`src/rtl/alu_pkg.sv`:
```
// rtl/alu_pkg.sv - shared op codes, flag indices and FSM encoding for alu_seq
package alu_pkg;

    localparam logic [3:0] OP_ADD  = 4'd0;
    localparam logic [3:0] OP_SUB  = 4'd1;
    localparam logic [3:0] OP_AND  = 4'd2;
    localparam logic [3:0] OP_OR   = 4'd3;
    localparam logic [3:0] OP_NOT  = 4'd4;
    localparam logic [3:0] OP_XOR  = 4'd5;
    localparam logic [3:0] OP_SHL  = 4'd6;
    localparam logic [3:0] OP_SHR  = 4'd7;
    localparam logic [3:0] OP_ADC  = 4'd8;
    localparam logic [3:0] OP_SBC  = 4'd9;
    localparam logic [3:0] OP_SAR  = 4'd10;
    localparam logic [3:0] OP_ROL  = 4'd11;
    localparam logic [3:0] OP_CMP  = 4'd12;
    localparam logic [3:0] OP_MUL  = 4'd13;
    localparam logic [3:0] OP_RSV0 = 4'd14;
    localparam logic [3:0] OP_RSV1 = 4'd15;

    localparam int F_Z = 3;
    localparam int F_N = 2;
    localparam int F_C = 1;
    localparam int F_V = 0;

    typedef enum logic {
        IDLE = 1'b0,
        BUSY = 1'b1
    } state_t;

endpackage

```
`src/rtl/alu_mul_iter.sv`:
```
// rtl/alu_mul_iter.sv - iterative shift-add unsigned multiplier, one bit per cycle
module alu_mul_iter #(
    parameter int WIDTH = 8
) (
    input  logic                 clk,
    input  logic                 rst_n,
    input  logic                 start,
    input  logic [WIDTH-1:0]     a,
    input  logic [WIDTH-1:0]     b,
    output logic                 done,
    output logic [2*WIDTH-1:0]   product
);

    localparam int CNT_W = $clog2(WIDTH);

    logic                r_busy;
    logic [CNT_W-1:0]    r_cnt;
    logic [2*WIDTH-1:0]  r_acc;
    logic [2*WIDTH-1:0]  r_mcand;
    logic [WIDTH-1:0]    r_mplier;
    logic [2*WIDTH-1:0]  w_acc_next;
    logic                w_last;

    assign w_acc_next = r_acc + (r_mplier[0] ? r_mcand : '0);
    assign w_last     = (r_cnt == CNT_W'(WIDTH - 1));

    // done and product are presented during the final iteration so the
    // consumer can register the finished product on the same edge.
    assign done    = r_busy && w_last;
    assign product = w_acc_next;

    always_ff @(posedge clk or negedge rst_n) begin
        if (!rst_n) begin
            r_busy   <= 1'b0;
            r_cnt    <= '0;
            r_acc    <= '0;
            r_mcand  <= '0;
            r_mplier <= '0;
        end else if (start) begin
            r_busy   <= 1'b1;
            r_cnt    <= '0;
            r_acc    <= '0;
            r_mcand  <= {{WIDTH{1'b0}}, a};
            r_mplier <= b;
        end else if (r_busy) begin
            r_acc    <= w_acc_next;
            r_mcand  <= r_mcand << 1;
            r_mplier <= r_mplier >> 1;
            if (w_last) begin
                r_busy <= 1'b0;
                r_cnt  <= '0;
            end else begin
                r_cnt  <= r_cnt + 1'b1;
            end
        end
    end

endmodule

```
`src/rtl/alu_seq.sv`:
```
// rtl/alu_seq.sv - registered ALU with valid/ready handshake, flag register and iterative MUL
module alu_seq
    import alu_pkg::*;
#(
    parameter int WIDTH   = 8,
    parameter int SHAMT_W = $clog2(WIDTH)
) (
    input  logic              clk,
    input  logic              rst_n,
    input  logic              in_valid,
    output logic              in_ready,
    input  logic [WIDTH-1:0]  a,
    input  logic [WIDTH-1:0]  b,
    input  logic [3:0]        op,
    output logic              out_valid,
    input  logic              out_ready,
    output logic [WIDTH-1:0]  result_out,
    output logic [3:0]        flags_out,
    output logic              err
);

    localparam int MSB = WIDTH - 1;

    state_t              r_state;
    state_t              w_state_next;
    logic                r_out_valid;
    logic [WIDTH-1:0]    r_result;
    logic [3:0]          r_flags;
    logic                r_err;

    logic                w_in_ready;
    logic                w_accept;
    logic                w_mul_start;
    logic                w_load;
    logic                w_load_mul;
    logic                w_mul_done;
    logic [2*WIDTH-1:0]  w_mul_product;

    logic [SHAMT_W-1:0]  w_k;
    logic [SHAMT_W-1:0]  w_k_neg;
    logic                w_cin;
    logic [WIDTH:0]      w_sum;
    logic [WIDTH:0]      w_diff;
    logic [WIDTH:0]      w_shl;
    logic [WIDTH:0]      w_shr;
    logic [WIDTH:0]      w_sar;
    logic [WIDTH-1:0]    w_rol;
    logic [WIDTH-1:0]    w_res;
    logic [WIDTH-1:0]    w_zn;
    logic                w_c;
    logic                w_v;
    logic                w_err;
    logic [3:0]          w_flags_alu;
    logic [WIDTH-1:0]    w_mul_res;
    logic [3:0]          w_flags_mul;

    assign w_k     = b[SHAMT_W-1:0];
    assign w_k_neg = -w_k;
    assign w_cin   = r_flags[F_C];

    // The extra bit on each shift operand catches the last bit shifted out.
    assign w_sum  = {1'b0, a} + {1'b0, b} + {{WIDTH{1'b0}}, (op == OP_ADC) & w_cin};
    assign w_diff = {1'b0, a} - {1'b0, b} - {{WIDTH{1'b0}}, (op == OP_SBC) & ~w_cin};
    assign w_shl  = {1'b0, a} << w_k;
    assign w_shr  = {a, 1'b0} >> w_k;
    assign w_sar  = $signed({a, 1'b0}) >>> w_k;
    assign w_rol  = (a << w_k) | (a >> w_k_neg);

    always_comb begin
        w_res = '0;
        w_c   = 1'b0;
        w_v   = 1'b0;
        w_err = 1'b0;
        case (op)
            OP_ADD, OP_ADC: begin
                w_res = w_sum[WIDTH-1:0];
                w_c   = w_sum[WIDTH];
                w_v   = (a[MSB] == b[MSB]) && (w_sum[MSB] != a[MSB]);
            end
            OP_SUB, OP_SBC, OP_CMP: begin
                w_res = (op == OP_CMP) ? a : w_diff[WIDTH-1:0];
                w_c   = ~w_diff[WIDTH];
                w_v   = (a[MSB] != b[MSB]) && (w_diff[MSB] != a[MSB]);
            end
            OP_AND: w_res = a & b;
            OP_OR:  w_res = a | b;
            OP_XOR: w_res = a ^ b;
            OP_NOT: w_res = ~a;
            OP_SHL: begin
                w_res = w_shl[WIDTH-1:0];
                w_c   = w_shl[WIDTH];
            end
            OP_SHR: begin
                w_res = w_shr[WIDTH:1];
                w_c   = w_shr[0];
            end
            OP_SAR: begin
                w_res = w_sar[WIDTH:1];
                w_c   = w_sar[0];
            end
            OP_ROL: begin
                w_res = w_rol;
                w_c   = (w_k != '0) && w_rol[0];
            end
            OP_RSV0, OP_RSV1: w_err = 1'b1;
            default: w_res = '0;
        endcase
    end

    // CMP keeps a as its result but reports z/n of the difference.
    assign w_zn = (op == OP_CMP) ? w_diff[WIDTH-1:0] : w_res;

    always_comb begin
        w_flags_alu      = '0;
        w_flags_alu[F_Z] = (w_zn == '0);
        w_flags_alu[F_N] = w_zn[MSB];
        w_flags_alu[F_C] = w_c;
        w_flags_alu[F_V] = w_v;
    end

    assign w_mul_res = w_mul_product[WIDTH-1:0];

    always_comb begin
        w_flags_mul      = '0;
        w_flags_mul[F_Z] = (w_mul_res == '0);
        w_flags_mul[F_N] = w_mul_res[MSB];
        w_flags_mul[F_C] = (w_mul_product[2*WIDTH-1:WIDTH] != '0);
        w_flags_mul[F_V] = (w_mul_product[2*WIDTH-1:WIDTH] != '0);
    end

    alu_mul_iter #(
        .WIDTH (WIDTH)
    ) u_mul (
        .clk     (clk),
        .rst_n   (rst_n),
        .start   (w_mul_start),
        .a       (a),
        .b       (b),
        .done    (w_mul_done),
        .product (w_mul_product)
    );

    always_ff @(posedge clk or negedge rst_n) begin
        if (!rst_n) begin
            r_state <= IDLE;
        end else begin
            r_state <= w_state_next;
        end
    end

    always_comb begin
        w_state_next = r_state;
        w_in_ready   = 1'b0;
        w_accept     = 1'b0;
        w_mul_start  = 1'b0;
        w_load       = 1'b0;
        w_load_mul   = 1'b0;
        case (r_state)
            IDLE: begin
                w_in_ready = !r_out_valid || out_ready;
                w_accept   = in_valid && w_in_ready;
                if (w_accept && (op == OP_MUL)) begin
                    w_mul_start  = 1'b1;
                    w_state_next = BUSY;
                end else if (w_accept) begin
                    w_load = 1'b1;
                end
            end
            BUSY: begin
                if (w_mul_done) begin
                    w_load       = 1'b1;
                    w_load_mul   = 1'b1;
                    w_state_next = IDLE;
                end
            end
            default: w_state_next = IDLE;
        endcase
    end

    always_ff @(posedge clk or negedge rst_n) begin
        if (!rst_n) begin
            r_out_valid <= 1'b0;
            r_result    <= '0;
            r_flags     <= '0;
            r_err       <= 1'b0;
        end else if (w_load) begin
            r_out_valid <= 1'b1;
            r_result    <= w_load_mul ? w_mul_res : w_res;
            r_flags     <= w_load_mul ? w_flags_mul : w_flags_alu;
            r_err       <= w_load_mul ? 1'b0 : w_err;
        end else if (out_ready) begin
            r_out_valid <= 1'b0;
        end
    end

    assign in_ready   = w_in_ready;
    assign out_valid  = r_out_valid;
    assign result_out = r_result;
    assign flags_out  = r_flags;
    assign err        = r_err;

endmodule

```
`config.mk`:
```
export PLATFORM = sky130hd
export DESIGN_NAME = alu_seq
export DESIGN_NICKNAME = d
export VERILOG_FILES = /design/src/rtl/alu_pkg.sv /design/src/rtl/alu_mul_iter.sv /design/src/rtl/alu_seq.sv
export SDC_FILE = /design/constraint.sdc
export NUM_CORES = 1
export LEC_CHECK = 0
export ABC_AREA = 1
export CORE_MARGIN = 2
export CORE_UTILIZATION = 37
export DETAILED_ROUTE_END_ITERATION = 10
export HOLD_SLACK_MARGIN = 0.03
export PLACE_DENSITY = 0.53
export SLEW_MARGIN = 20
export SYNTH_ARGS = -nofsm -noshare
export SYNTH_HDL_FRONTEND = slang
export SYNTH_HIERARCHICAL = 1
export SYNTH_SLANG_ARGS = --single-unit
```
`constraint.sdc`:
```
create_clock -name clk -period 4.95 [get_ports clk]
set_clock_uncertainty 0.15 [all_clocks]
set_input_delay 0.7425 -clock clk [delete_from_list [all_inputs] [get_ports clk]]
set_output_delay 0.7425 -clock clk [all_outputs]
set_load 0.03 [all_outputs]
```
==> out/qor.csv, run 1 <==
stage;metric;value;unit
finish;P&R area growth vs syn;16.1;%
pwr;pwr dens;425;mW/mm2
finish;n_diodes;0;
min_path;HP Class;flip-flop to flip-flop;
synthesis;ys async rst share;100;%
worst_setup_path;critical path buffer and inverter count;3;
clock_tree;H-Tree Level Count;3;
placement;cell count after placement;1250;
pwr;Pleak;4.02;nW
detailed_routing;met2 WL post-DR;8610;um
finish;Fill cells;1794;
clock_tree;Post-CTS Setup Bufs;0;
detailed_routing;DRT iter0 DRCs;476;
detailed_routing;Avg Vias per Cell;5.05;
sta;final setup fails;0;
detailed_routing;uppermost layer routed;met4;
sta;Worst-Margin Slew;0.810;ns
clock_tree;TritonCTS Sinks;59;
worst_setup_path;worst r2r src;u_mul/r_mplier[0];
global_route;initial antenna violation count;0;
detailed_routing;via count;6392;
finish;ratio of cells with drive above 1 in the final layout;5.64;%
die;num ports;39;
clock_tree;CTS buffer count;9;
global_route;gr usage total;23.4;%
finish;area of the multi-input gates;0.00400;mm2
placement;RD Place Congestion;0.959;
synthesis;Post-Syn Area per Cell;6.22;um2
synthesis;Seq/Total Area, Yosys;23.8;%
worst_setup_path;Top Family by Delay on Critical Path;simple AND/OR/NAND/NOR gates;
detailed_routing;drc violations;0;
synthesis;top cells by area, synth;dfrtp_1 (24%), nand2_1 (21%), ha_1 (10%);
clock_tree;Root Buffer;clkbuf_16;
flow_run;total of max-cap violations;0;
worst_setup_path;most used cell, CP;nand2_1;
pwr;Max VDD drop;0.240;mV
detailed_routing;DR WL/cell;15.9;um
clock_tree;Resize count post-CTS;0;
outcome;outcome;complete, no violations;
sta;fin crit period;3.82;ns
worst_setup_path;Worst path max stage delay;0.49;ns
worst_setup_path;worst path cell trace;clkdlybuf4s50_1, inv_1, nand2_1, inv_1, nand2_1, fa_1, fa_1, o21ai_0, nand2_1, nand2_1, nand2_1, nand2_1, nand2_1, a21oi_1, nand2_1, nand3_1, nand3_1, nand3_1, nand2_1;
detailed_routing;WL met1;9660;um
global_route;maximum number of pins on one net before global-route repair;60;
pwr;clock power share;23.8;%
pwr;sw frac;43.4;%
detailed_routing;ANT nets after route;0;
worst_setup_path;Startpoint Class;primary input;
sta;endpoints failing hold;0;
worst_setup_path;Worst EP required;5.01;ns
detailed_routing;Routed WL;20200;um
min_path;min-delay src;err;
sta;minimum hold slack;0.328;ns
placement;input/output buffers;38;
detailed_routing;WL met3;1200;um
synthesis;post-synthesis cell type count;43;
worst_setup_path;crit path kind;primary input to flip-flop;
detailed_routing;Pre-antenna DRT Iters;5;
synthesis;synthesized instance count;998;
worst_setup_path;critical path fanouts, max;6;
finish;Post-Layout Cell Count;1266;
global_route;total grt overflow;0;
sta;Worst slew margin;45.8;%
sta;RSZ-0062 raised after global routing;no;
placement;post-detail-place hpwl;16100;um
sta;Slew Limit Fails;0;
pwr;combinational fraction of design power;49.9;%
sta;final period utilization;77.2;%
pwr;switching power total;1.33;mW
synthesis;Mapped Nets;1077;
global_route;vias in the first global route;6044;
sta;Fmax;262;MHz
worst_setup_path;CP Capture Type;flip-flop;
die;Initial Utilization;37.7;%
synthesis;synthesized cell area;0.00620;mm2
synthesis;Yosys top cell area share;23.8;%
worst_setup_path;Crit path arrival time;3.88;ns
clock_tree;Clock Latency Late Sink;0.32;ns
synthesis;dominant synthesized flop cell;dfrtp_1;
die;row cnt;47;
sta;Fin Setup TNS;0;ns
clock_tree;Max clock buf depth;2;
die;DIE WIDTH;133;um
pwr;part of the power in registers;26.4;%
worst_setup_path;Crit-path slowest cell;clkdlybuf4s50_1;
die;Die ar.;0.0178;mm2
pwr;Internal;1.73;mW
worst_setup_path;Worst setup startpoint;op[2];
synthesis;cell taking the most area after synthesis;dfrtp_1;
synthesis;number of flops mapped to enable cells by yosys;0;
die;CORE AREA;0.0165;mm2
clock_tree;CTS Hold Bufs;0;
clock_tree;CTS clock-pin slew for the worst setup and hold paths;0.06;ns
finish;nets@finish;1120;
die;Die Ht;133;um
global_route;first-pass GRT wire length;32700;um
synthesis;Seq cells post-synth;59;
finish;FF/Latch Area;0.00148;mm2
synthesis;Ys Warns;6;
clock_tree;CTS tree;done;
## power groups by stage
stage	registers, mW	clock network [mW]	logic (mW)
detailed placement	0.812	0	1.53
CTS	0.806	0.739	1.53
floorplan	0.871	0	1.01
global placement	0.809	0	1.53
finish	0.807	0.726	1.53
global route	0.833	0.768	1.71
## final timing paths
kind                                endpoint  slack (ns)  depth (start not counted)
min in group asynchronous       flags_out[0]        0.40                          2
max                             flags_out[1]        1.13                         19
max reg2reg                     flags_out[0]        1.47                         16
min                                      err        0.33                          2
max in group asynchronous  u_mul/r_mplier[5]        3.71                          2
min reg2reg                              err        0.33                          2
## cells in the final DEF (no fill, tap or decap), types with 2 or more instances in the layout
cell / instances
nor4_1: 4
inv_1: 157
nor3_1: 5
and2_1: 10
nor2_4: 2
a22o_1: 5
o22ai_2: 2
buf_4: 15
o221ai_1: 4
fa_1: 5
o21ai_2: 2
o211ai_1: 5
xor2_1: 8
clkbuf_16: 9
ha_1: 50
nand3b_1: 9
a21oi_1: 38
nand2_1: 352
clkinv_4: 2
dfrtp_1: 59
a31oi_1: 2
nor2_1: 82
nand3_1: 99
a211oi_1: 2
o221ai_2: 7
inv_2: 4
o22ai_1: 13
xnor2_1: 3
bufinv_16: 3
nand2_2: 2
o31ai_1: 2
o21ai_0: 26
or2_2: 2
nor3_2: 3
clkdlybuf4s50_1: 37
nand4_1: 5
## stage by stage
stage | worst slack, ns | cell area, um2 | power, mW | utilization (%)
after floorplan | 1.79 | 6200 | 1.88 | -
after global placement | 0.928 | 6860 | 2.34 | 41.6
after detailed placement | 0.863 | 6860 | 2.34 | 41.6
after CTS | 1.20 | 7200 | 3.08 | 43.8
after global routing | 0.864 | 7200 | 3.31 | 43.8
final | 1.13 | 7200 | 3.06 | 43.8
## cells by family (layout without fill, tap and decap cells)
kind of cell               Yosys count  count (layout)  synth area share [%]
adders and majority gates           55              55                  11.7
and+or+nand+nor                    576             576                  39.0
buffers and inverters              184             232                  11.7
xor gates and xnor gates            12              12                  1.82
DFF                                 59              59                  23.8
AOI/OAI and AO/OA                  112             112                  12.0
## metal layers
| layer | global-route usage (%) | up-vias |
|---|---|---|
| met2 | 35.1 | 230 |
| met3 | 2.85 | 34 |
| met5 | 0 | - |
| met1 | 34.2 | 2859 |
| met4 | 9.16 | 0 |
| li1 | - | 3269 |
## worst min-delay path, delay by kind of cell (launching register included)
family	cells	cell delay, ns
flip-flops	1	0.34
AO/OA/AOI/OAI	1	0.05
AND/OR/NAND/NOR	1	0.05
## synthesized netlist by cell type (2+ instances only)
| cell type | count |
|---|---|
| dfrtp_1 | 59 |
| inv_2 | 4 |
| nor2_4 | 2 |
| nor3_1 | 5 |
| o21ai_0 | 26 |
| nor3_2 | 3 |
| nand2_1 | 352 |
| o221ai_1 | 4 |
| buf_4 | 2 |
| o22ai_2 | 2 |
| xor2_1 | 8 |
| nor2_1 | 82 |
| nand2_2 | 2 |
| ha_1 | 50 |
| inv_1 | 157 |
| a211oi_1 | 2 |
| o211ai_1 | 5 |
| buf_6 | 2 |
| clkbuf_1 | 8 |
| buf_2 | 9 |
| a21oi_1 | 38 |
| fa_1 | 5 |
| nor4_1 | 4 |
| o221ai_2 | 7 |
| a22o_1 | 5 |
| or2_2 | 2 |
| nand4_1 | 5 |
| o31ai_1 | 2 |
| xnor2_1 | 3 |
| o22ai_1 | 13 |
| a31oi_1 | 2 |
| o21ai_2 | 2 |
| and2_1 | 10 |
| nand3b_1 | 9 |
| nand3_1 | 99 |
## registers in the layout, indices dropped and copies added (netlist names)
| signal | flops |
|---|---|
| out_valid | 1 |
| u_mul/r_acc | 16 |
| result_out | 8 |
| u_mul/r_mcand | 16 |
| flags_out | 4 |
| u_mul/r_busy | 1 |
| r_state | 1 |
| err | 1 |
| u_mul/r_mplier | 8 |
| u_mul/r_cnt | 3 |
## layout make-up
| type | count | area share [%] |
|---|---|---|
| clock inverters | 7 | 1.72 |
| flip-flops and latches | 59 | 20.5 |
| clock buffers | 9 | 3.13 |
| repair buffers | 53 | 6.77 |
| multi-input cells | 755 | 55.5 |
| inverters | 163 | 8.53 |
| well taps | 220 | 3.82 |
Power figures use the tool's default switching activity.
==> run 2, diff against run 1 <==
Clock period 4.95 ns to 3.6 ns, I/O delays scaled along.
==> run 2 against run 1 <==
Compared with the run above:
- combinational power grew 46%
- final cell count grew 4.3%
- sequential share of layout area shrank 1.1 points
- clock power grew 36%
- flip-flop and latch count is the same
- wire length grew 2.9%
- critical endpoint is now flags_out[3]
- highest routed layer unchanged
==> out/qor.csv, run 2 (synthesis results as in run 1) <==
stage;metric;value;unit;change
die;Die ar.;0.0178;mm2;unchanged
sta;Worst-Margin Slew;0.794;ns;-0.0158 ns
worst_setup_path;r2r setup slk;0.62;ns;-0.85 ns
pwr;part of the power in registers;25.4;%;-1.0 points
worst_setup_path;Crit path arrival time;3.52;ns;-0.36 ns
detailed_routing;ANT nets after route;0;;unchanged
sta;Fmax;293;MHz;
clock_tree;Max clock buf depth;2;;unchanged
finish;FF/Latch Area;0.00148;mm2;unchanged
die;CORE AREA;0.0165;mm2;unchanged
detailed_routing;Pre-antenna DRT Iters;6;;+1
worst_setup_path;Worst R2R Path Depth;16;;unchanged
clock_tree;CTS buffer count;9;;unchanged
detailed_routing;via count;6613;;+3.5%
finish;nets@finish;1174;;+4.8%
global_route;maximum number of pins on one net before global-route repair;33;;-45%
clock_tree;Clock Latency Late Sink;0.32;ns;about the same
sta;fin crit period;3.42;ns;
worst_setup_path;crit path kind;primary input to flip-flop;;
sta;Worst slew margin;47.1;%;+1.3 points
clock_tree;CTS Hold Bufs;0;;unchanged
finish;Fill cells;1777;;-0.95%
finish;n_diodes;0;;unchanged
outcome;outcome;complete, no violations;;
global_route;first-pass GRT wire length;33500;um;+2.6%
pwr;combinational fraction of design power;51.7;%;+1.8 points
pwr;switching power total;1.83;mW;+38%
placement;cell count after placement;1304;;+4.3%
global_route;total grt overflow;0;;unchanged
flow_run;total of max-cap violations;0;;unchanged
worst_setup_path;Worst setup startpoint;op[0];;
global_route;gr usage total;24.0;%;+0.60 points
clock_tree;CTS clock-pin slew for the worst setup and hold paths;0.05;ns;about the same
sta;Slew Limit Fails;0;;unchanged
finish;commonest non-fill, non-tap cell in the layout;nand2_1;;
min_path;HP Class;primary input to async pin;;
pwr;Pleak;4.28;nW;+6.5%
sta;minimum hold slack;0.154;ns;-0.174 ns
detailed_routing;Avg Vias per Cell;5.01;;-0.77%
placement;RD Place Congestion;0.954;;-0.55%
clock_tree;Root Buffer;clkbuf_16;;
sta;RSZ-0062 raised after global routing;no;;
sta;final setup fails;0;;unchanged
clock_tree;TritonCTS Sinks;59;;unchanged
detailed_routing;DRT iter0 DRCs;576;;+21%
pwr;Max VDD drop;0.420;mV;+75%
finish;ratio of cells with drive above 1 in the final layout;10.2;%;+4.5 points
die;Initial Utilization;37.7;%;unchanged
worst_setup_path;CP Capture Type;flip-flop;;
placement;input/output buffers;38;;unchanged
worst_setup_path;worst r2r src;flags_out[1];;
die;num ports;39;;unchanged
clock_tree;H-Tree Level Count;3;;unchanged
detailed_routing;drc violations;0;;unchanged
pwr;pwr dens;568;mW/mm2;+34%
global_route;vias in the first global route;6352;;+5.1%
sta;endpoints failing hold;0;;unchanged
clock_tree;CTS tree;done;;
finish;commonest cells after routing, fill and taps aside;nand2_1 (352), inv_1 (157), nand3_1 (99);;
worst_setup_path;critical path fanouts, max;3;;-3
worst_setup_path;Startpoint Class;primary input;;
finish;Regs by FF count;u_mul/r_acc: 16 flops, u_mul/r_mcand: 16 flops;;
clock_tree;Post-CTS Setup Bufs;0;;unchanged
die;row cnt;47;;unchanged
worst_setup_path;worst reg2reg endpoint;flags_out[3];;
pwr;Internal;2.49;mW;+44%
pwr;Power Total;4.32;mW;+41%
finish;area of the multi-input gates;0.00400;mm2;unchanged
detailed_routing;Routed WL;20700;um;+2.9%
finish;Post-Layout Cell Count;1320;;+4.3%
finish;P&R area growth vs syn;22.5;%;
pwr;sw frac;42.4;%;-1.0 points
global_route;initial antenna violation count;0;;unchanged
die;DIE WIDTH;133;um;unchanged
sta;final period utilization;94.9;%;
placement;post-detail-place hpwl;17000;um;+5.5%
pwr;clock power share;22.9;%;-0.9 points
detailed_routing;DR WL/cell;15.7;um;-1.3%
worst_setup_path;Worst EP required;3.70;ns;-1.31 ns
die;Die Ht;133;um;unchanged
clock_tree;Resize count post-CTS;0;;unchanged
-- run 2: power groups by stage --
stage / sequential, mW / clock [mW] / combinational (mW)
global placement: 1.10 / 0 / 2.22
floorplan: 1.20 / 0 / 1.39
global route: 1.14 / 1.03 / 2.49
detailed placement: 1.11 / 0 / 2.22
CTS: 1.10 / 1.01 / 2.24
finish: 1.10 / 0.987 / 2.23
-- run 2: worst max path at each step --
stage / end / slack [ns] / cells after the start
6_report: flags_out[3] / 0.18 / 18
3_3_place_gp: flags_out[3] / -0.08 / 18
3_5_place_dp: flags_out[3] / -0.11 / 18
2_1_floorplan: flags_out[3] / 0.65 / 17
4_1_cts: flags_out[3] / 0.23 / 18
5_1_grt: flags_out[3] / 0.008 / 20
-- run 2: layout make-up --
type	instances	area share, %
Multi-Input combinational cell	755	52.6
Clock inverter	5	1.32
Clock buffer	11	3.19
Inverter	163	8.08
Tap cell	220	3.62
Sequential cell	59	19.4
Timing Repair Buffer	107	11.7
-- run 2: per-stage QoR --
step | cell area [um2] | worst slack, ns | TNS, ns | util [%]
after floorplan | 6200 | 0.646 | 0 | -
after global placement | 7260 | -0.0758 | -0.117 | 44.1
after detailed placement | 7260 | -0.107 | -0.151 | 44.1
after CTS | 7600 | 0.228 | 0 | 46.2
after global routing | 7600 | 0.00789 | 0 | 46.2
final | 7600 | 0.183 | 0 | 46.2
-- run 2: per-layer routing --
layer	track usage (%)	part of all wire, %	vias up
met3	1.90	3.8	25
met5	0	0	-
met1	33.1	47	3054
met2	40.1	47	164
li1	-	-	3370
met4	7.45	2.2	0
-- run 2: worst max-delay path, cell delays in order --
cell,delay [ns]
clkdlybuf4s50_1,0.45
nor2_1,0.18
nand3_1,0.16
fa_1,0.43
fa_1,0.49
nand3b_1,0.10
nand2_1,0.06
nor2_1,0.11
nand2_1,0.08
nor2_1,0.11
nand3_1,0.08
nor2_1,0.21
nand2_1,0.10
nor2_1,0.09
nand2_1,0.06
nand2_1,0.06
nand2_1,0.07
a21oi_1,0.13
==> run 3, diff against run 2 <==
Settings changed: DONT_BUFFER_PORTS from default to 1, PLACE_DENSITY 0.53 to 0.5, SYNTH_HIERARCHICAL 1 to default.
==> run 3 against run 2 <==
Compared with the run above:
- global-route usage grew 0.32 points
- clock power decreased by 0.4%
- count of clock-buffer cells in the layout is 2 higher
- fmax rose by 11%
- synthesized area fell by 4.2%
- final cell count down 10%
- non-clock buffer count decreased by 93
- synthesized cell count decreased by 3.9%
- die area down 4.1%
- highest routed layer unchanged
==> out/qor.csv, run 3 <==
stage;metric;value;unit;change
worst_setup_path;Crit path arrival time;3.19;ns;-0.33 ns
global_route;gr usage total;24.3;%;+0.32 points
detailed_routing;drc violations;0;;unchanged
die;CORE AREA;0.0158;mm2;-4.2%
worst_setup_path;Crit-path slowest cell;dfrtp_1;;
detailed_routing;Routed WL;20300;um;-2.0%
sta;Fmax;324;MHz;+11%
worst_setup_path;Worst R2R Path Depth;17;;+1
flow_run;total of max-cap violations;0;;unchanged
synthesis;top cells by area, synth;dfrtp_1 (25%), nand2_1 (21%), ha_1 (11%);;
sta;minimum hold slack;0.223;ns;+0.0693 ns
global_route;vias in the first global route;5579;;-12%
detailed_routing;DR WL/cell;17.2;um;+9.3%
clock_tree;Max clock buf depth;2;;unchanged
sta;endpoints failing hold;0;;unchanged
sta;Worst slew margin;50.4;%;+3.3 points
synthesis;Ys Warns;0;;-6
detailed_routing;Pre-antenna DRT Iters;5;;-1
placement;RD Place Congestion;0.951;;-0.35%
synthesis;Mapped Nets;1038;;-3.6%
synthesis;post-synthesis cell type count;40;;-7.0%
detailed_routing;ANT nets after route;0;;unchanged
finish;Regs by FF count;u_mul.r_acc: 16 flops, u_mul.r_mcand: 16 flops;;
sta;Slew Limit Fails;0;;unchanged
worst_setup_path;r2r setup slk;0.52;ns;-0.10 ns
finish;FF/Latch Area;0.00148;mm2;unchanged
synthesis;synthesized instance count;959;;-3.9%
worst_setup_path;most used cell, CP;nand2_1;;
clock_tree;H-Tree Level Count;3;;unchanged
die;Die ar.;0.0171;mm2;-4.1%
die;num ports;39;;unchanged
synthesis;Yosys top cell area share;24.8;%;+1.1 points
pwr;pwr dens;522;mW/mm2;-8.0%
synthesis;cell taking the most area after synthesis;dfrtp_1;;
min_path;Worst Hold Depth;3;;
finish;Post-Layout Cell Count;1183;;-10%
finish;n_diodes;0;;unchanged
synthesis;Post-Syn Area per Cell;6.20;um2;-0.34%
finish;commonest cells after routing, fill and taps aside;nand2_1 (330), inv_1 (124), nor2_1 (109);;
worst_setup_path;Startpoint Class;flip-flop;;
pwr;switching power total;1.43;mW;-22%
pwr;part of the power in registers;35.9;%;+10 points
worst_setup_path;crit path kind;flip-flop to flip-flop;;
clock_tree;Root Buffer;clkbuf_16;;
finish;ratio of cells with drive above 1 in the final layout;4.45;%;-5.7 points
placement;post-detail-place hpwl;16400;um;-3.4%
synthesis;dominant synthesized flop cell;dfrtp_1;;
global_route;initial antenna violation count;0;;unchanged
synthesis;synth cell count leaders;nand2_1 (330), inv_1 (124), nor2_1 (110), nand3_1 (73), dfrtp_1 (59);;
worst_setup_path;critical path fanouts, max;4;;+1
sta;final setup fails;0;;unchanged
pwr;Internal;2.00;mW;-20%
detailed_routing;DRT iter0 DRCs;567;;-1.6%
worst_setup_path;CP Capture Type;flip-flop;;
outcome;outcome;complete, no violations;;
pwr;sw frac;41.7;%;-0.64 points
synthesis;ys async rst share;100;%;unchanged
pwr;combinational fraction of design power;35.5;%;-16 points
synthesis;top-count cell post-synth;nand2_1;;
placement;cell count after placement;1165;;-11%
clock_tree;Clock Latency Late Sink;0.33;ns;about the same
worst_setup_path;worst r2r src;flags_out[1];;
clock_tree;Resize count post-CTS;0;;unchanged
global_route;total grt overflow;0;;unchanged
sta;final period utilization;85.7;%;-9.2 points
min_path;HP Class;primary input to flip-flop;;
clock_tree;CTS Hold Bufs;2;;+2
pwr;Max VDD drop;0.268;mV;-36%
detailed_routing;Avg Vias per Cell;5.24;;+4.5%
sta;fin crit period;3.08;ns;-0.332 ns
finish;P&R area growth vs syn;10.6;%;
global_route;maximum number of pins on one net before global-route repair;60;;+82%
sta;Fin Setup TNS;0;ns;unchanged
pwr;Pleak;3.57;nW;-16%
worst_setup_path;Worst path max stage delay;0.53;ns;+0.04 ns
finish;Fill cells;1715;;-3.5%
placement;input/output buffers;0;;-100%
worst_setup_path;critical path buffer and inverter count;2;;+1
worst_setup_path;worst path cell trace;nor2_1, nand2_1, fa_1, fa_1, inv_1, nand2_1, nand2_1, nand3b_1, nor2_1, nand2_1, inv_1, nand3_1, a21oi_1, nand3_1, nor2_1, nand2_1, a21oi_1;;
clock_tree;CTS clock-pin slew for the worst setup and hold paths;0.05;ns;about the same
sta;Worst-Margin Slew;0.742;ns;-0.0522 ns
clock_tree;CTS tree;done;;
die;Die Ht;131;um;-2.1%
synthesis;Seq cells post-synth;59;;unchanged
clock_tree;Post-CTS Setup Bufs;0;;unchanged
sta;RSZ-0062 raised after global routing;no;;
finish;area of the multi-input gates;0.00387;mm2;-3.3%
die;DIE WIDTH;131;um;-2.1%
clock_tree;CTS buffer count;9;;unchanged
global_route;first-pass GRT wire length;31600;um;-5.7%
finish;nets@finish;1041;;-11%
min_path;Hold EP;out_valid;;
worst_setup_path;Worst EP required;3.71;ns;about the same
finish;Layout Utilization;41.7;%;-4.5 points
synthesis;synthesized cell area;0.00594;mm2;-4.2%
worst_setup_path;Top Family by Delay on Critical Path;simple AND/OR/NAND/NOR gates;;
synthesis;number of flops mapped to enable cells by yosys;0;;unchanged
die;row cnt;46;;-2.1%
die;Initial Utilization;37.7;%;about the same
detailed_routing;via count;6195;;-6.3%
finish;commonest non-fill, non-tap cell in the layout;nand2_1;;
pwr;Power Total;3.43;mW;-20%
clock_tree;TritonCTS Sinks;59;;unchanged
worst_setup_path;Crit path depth;17;;-1
worst_setup_path;worst reg2reg endpoint;flags_out[3];;
synthesis;Seq/Total Area, Yosys;24.8;%;+1.1 points
pwr;clock power share;28.6;%;+5.7 points
min_path;min-delay src;out_ready;;
## run 3: cell count changes in the layout (fill, tap and decap cells not counted), moves of 4 or more
cell	change
and2_1	-9
o21ai_0	+23
nor2_1	+27
a21o_1	+4
nand3_1	-26
clkdlybuf4s50_1	-37
inv_1	-33
o221ai_2	-7
nand2_1	-22
o22ai_1	-5
buf_4	-57
o221ai_1	+8
## run 3: layout make-up
class                   count  area share [%]
clock buffers              13            4.26
clock inverters             3            1.03
inverters                 128            7.31
multi-input cells         750            58.9
flip-flops and latches     59            22.5
well taps                 216            4.11
repair buffers             14            1.94
## run 3: worst min-delay path: stages
cell and delay [ns]:
inv_1 0.03, nand2_1 0.05, nand2_1 0.04
## run 3: cell families (layout without fill, tap and decap cells)
kind of cell / after synthesis / in the layout / share of synthesized area, %
flops: 59 / 59 / 24.8
xor+xnor: 11 / 11 / 1.62
buf+inv: 150 / 158 / 10.0
simple gates: 549 / 549 / 37.8
fa+ha+maj: 55 / 55 / 12.2
compound gates: 135 / 135 / 13.4
## run 3: power by group through the flow
stage	Sequential, mW	Combinational, mW	Clock (mW)
finish	1.23	1.22	0.983
floorplan	1.19	0.991	0
global placement	1.24	1.21	0
global route	1.27	1.39	1.04
CTS	1.23	1.22	0.999
detailed placement	1.24	1.19	0
## run 3: worst max path at each step
| stage | from | end | slack (ns) |
|---|---|---|---|
| 6_report | flags_out[1] | flags_out[3] | 0.52 |
| 5_1_grt | flags_out[1] | flags_out[3] | 0.30 |
| 4_1_cts | flags_out[1] | flags_out[3] | 0.51 |
| 3_5_place_dp | op[0] | flags_out[3] | 0.42 |
| 3_3_place_gp | op[0] | flags_out[3] | 0.51 |
| 2_1_floorplan | op[2] | flags_out[3] | 0.71 |
## run 3: metrics by stage
step                      setup slack, ns  instance area [um2]
final                               0.515                 6570
after global routing                0.298                 6570
after CTS                           0.509                 6570
after detailed placement            0.424                 6190
after global placement              0.505                 6190
after floorplan                     0.710                 5940
## run 3: per-layer routing
layer / part of all wire, % / global-route usage, % / vias up
li1: - / - / 3083
met1: 49 / 36.9 / 2832
met2: 40 / 34.2 / 258
met3: 8.3 / 5.99 / 22
met4: 1.8 / 6.01 / 0
met5: 0 / 0 / -
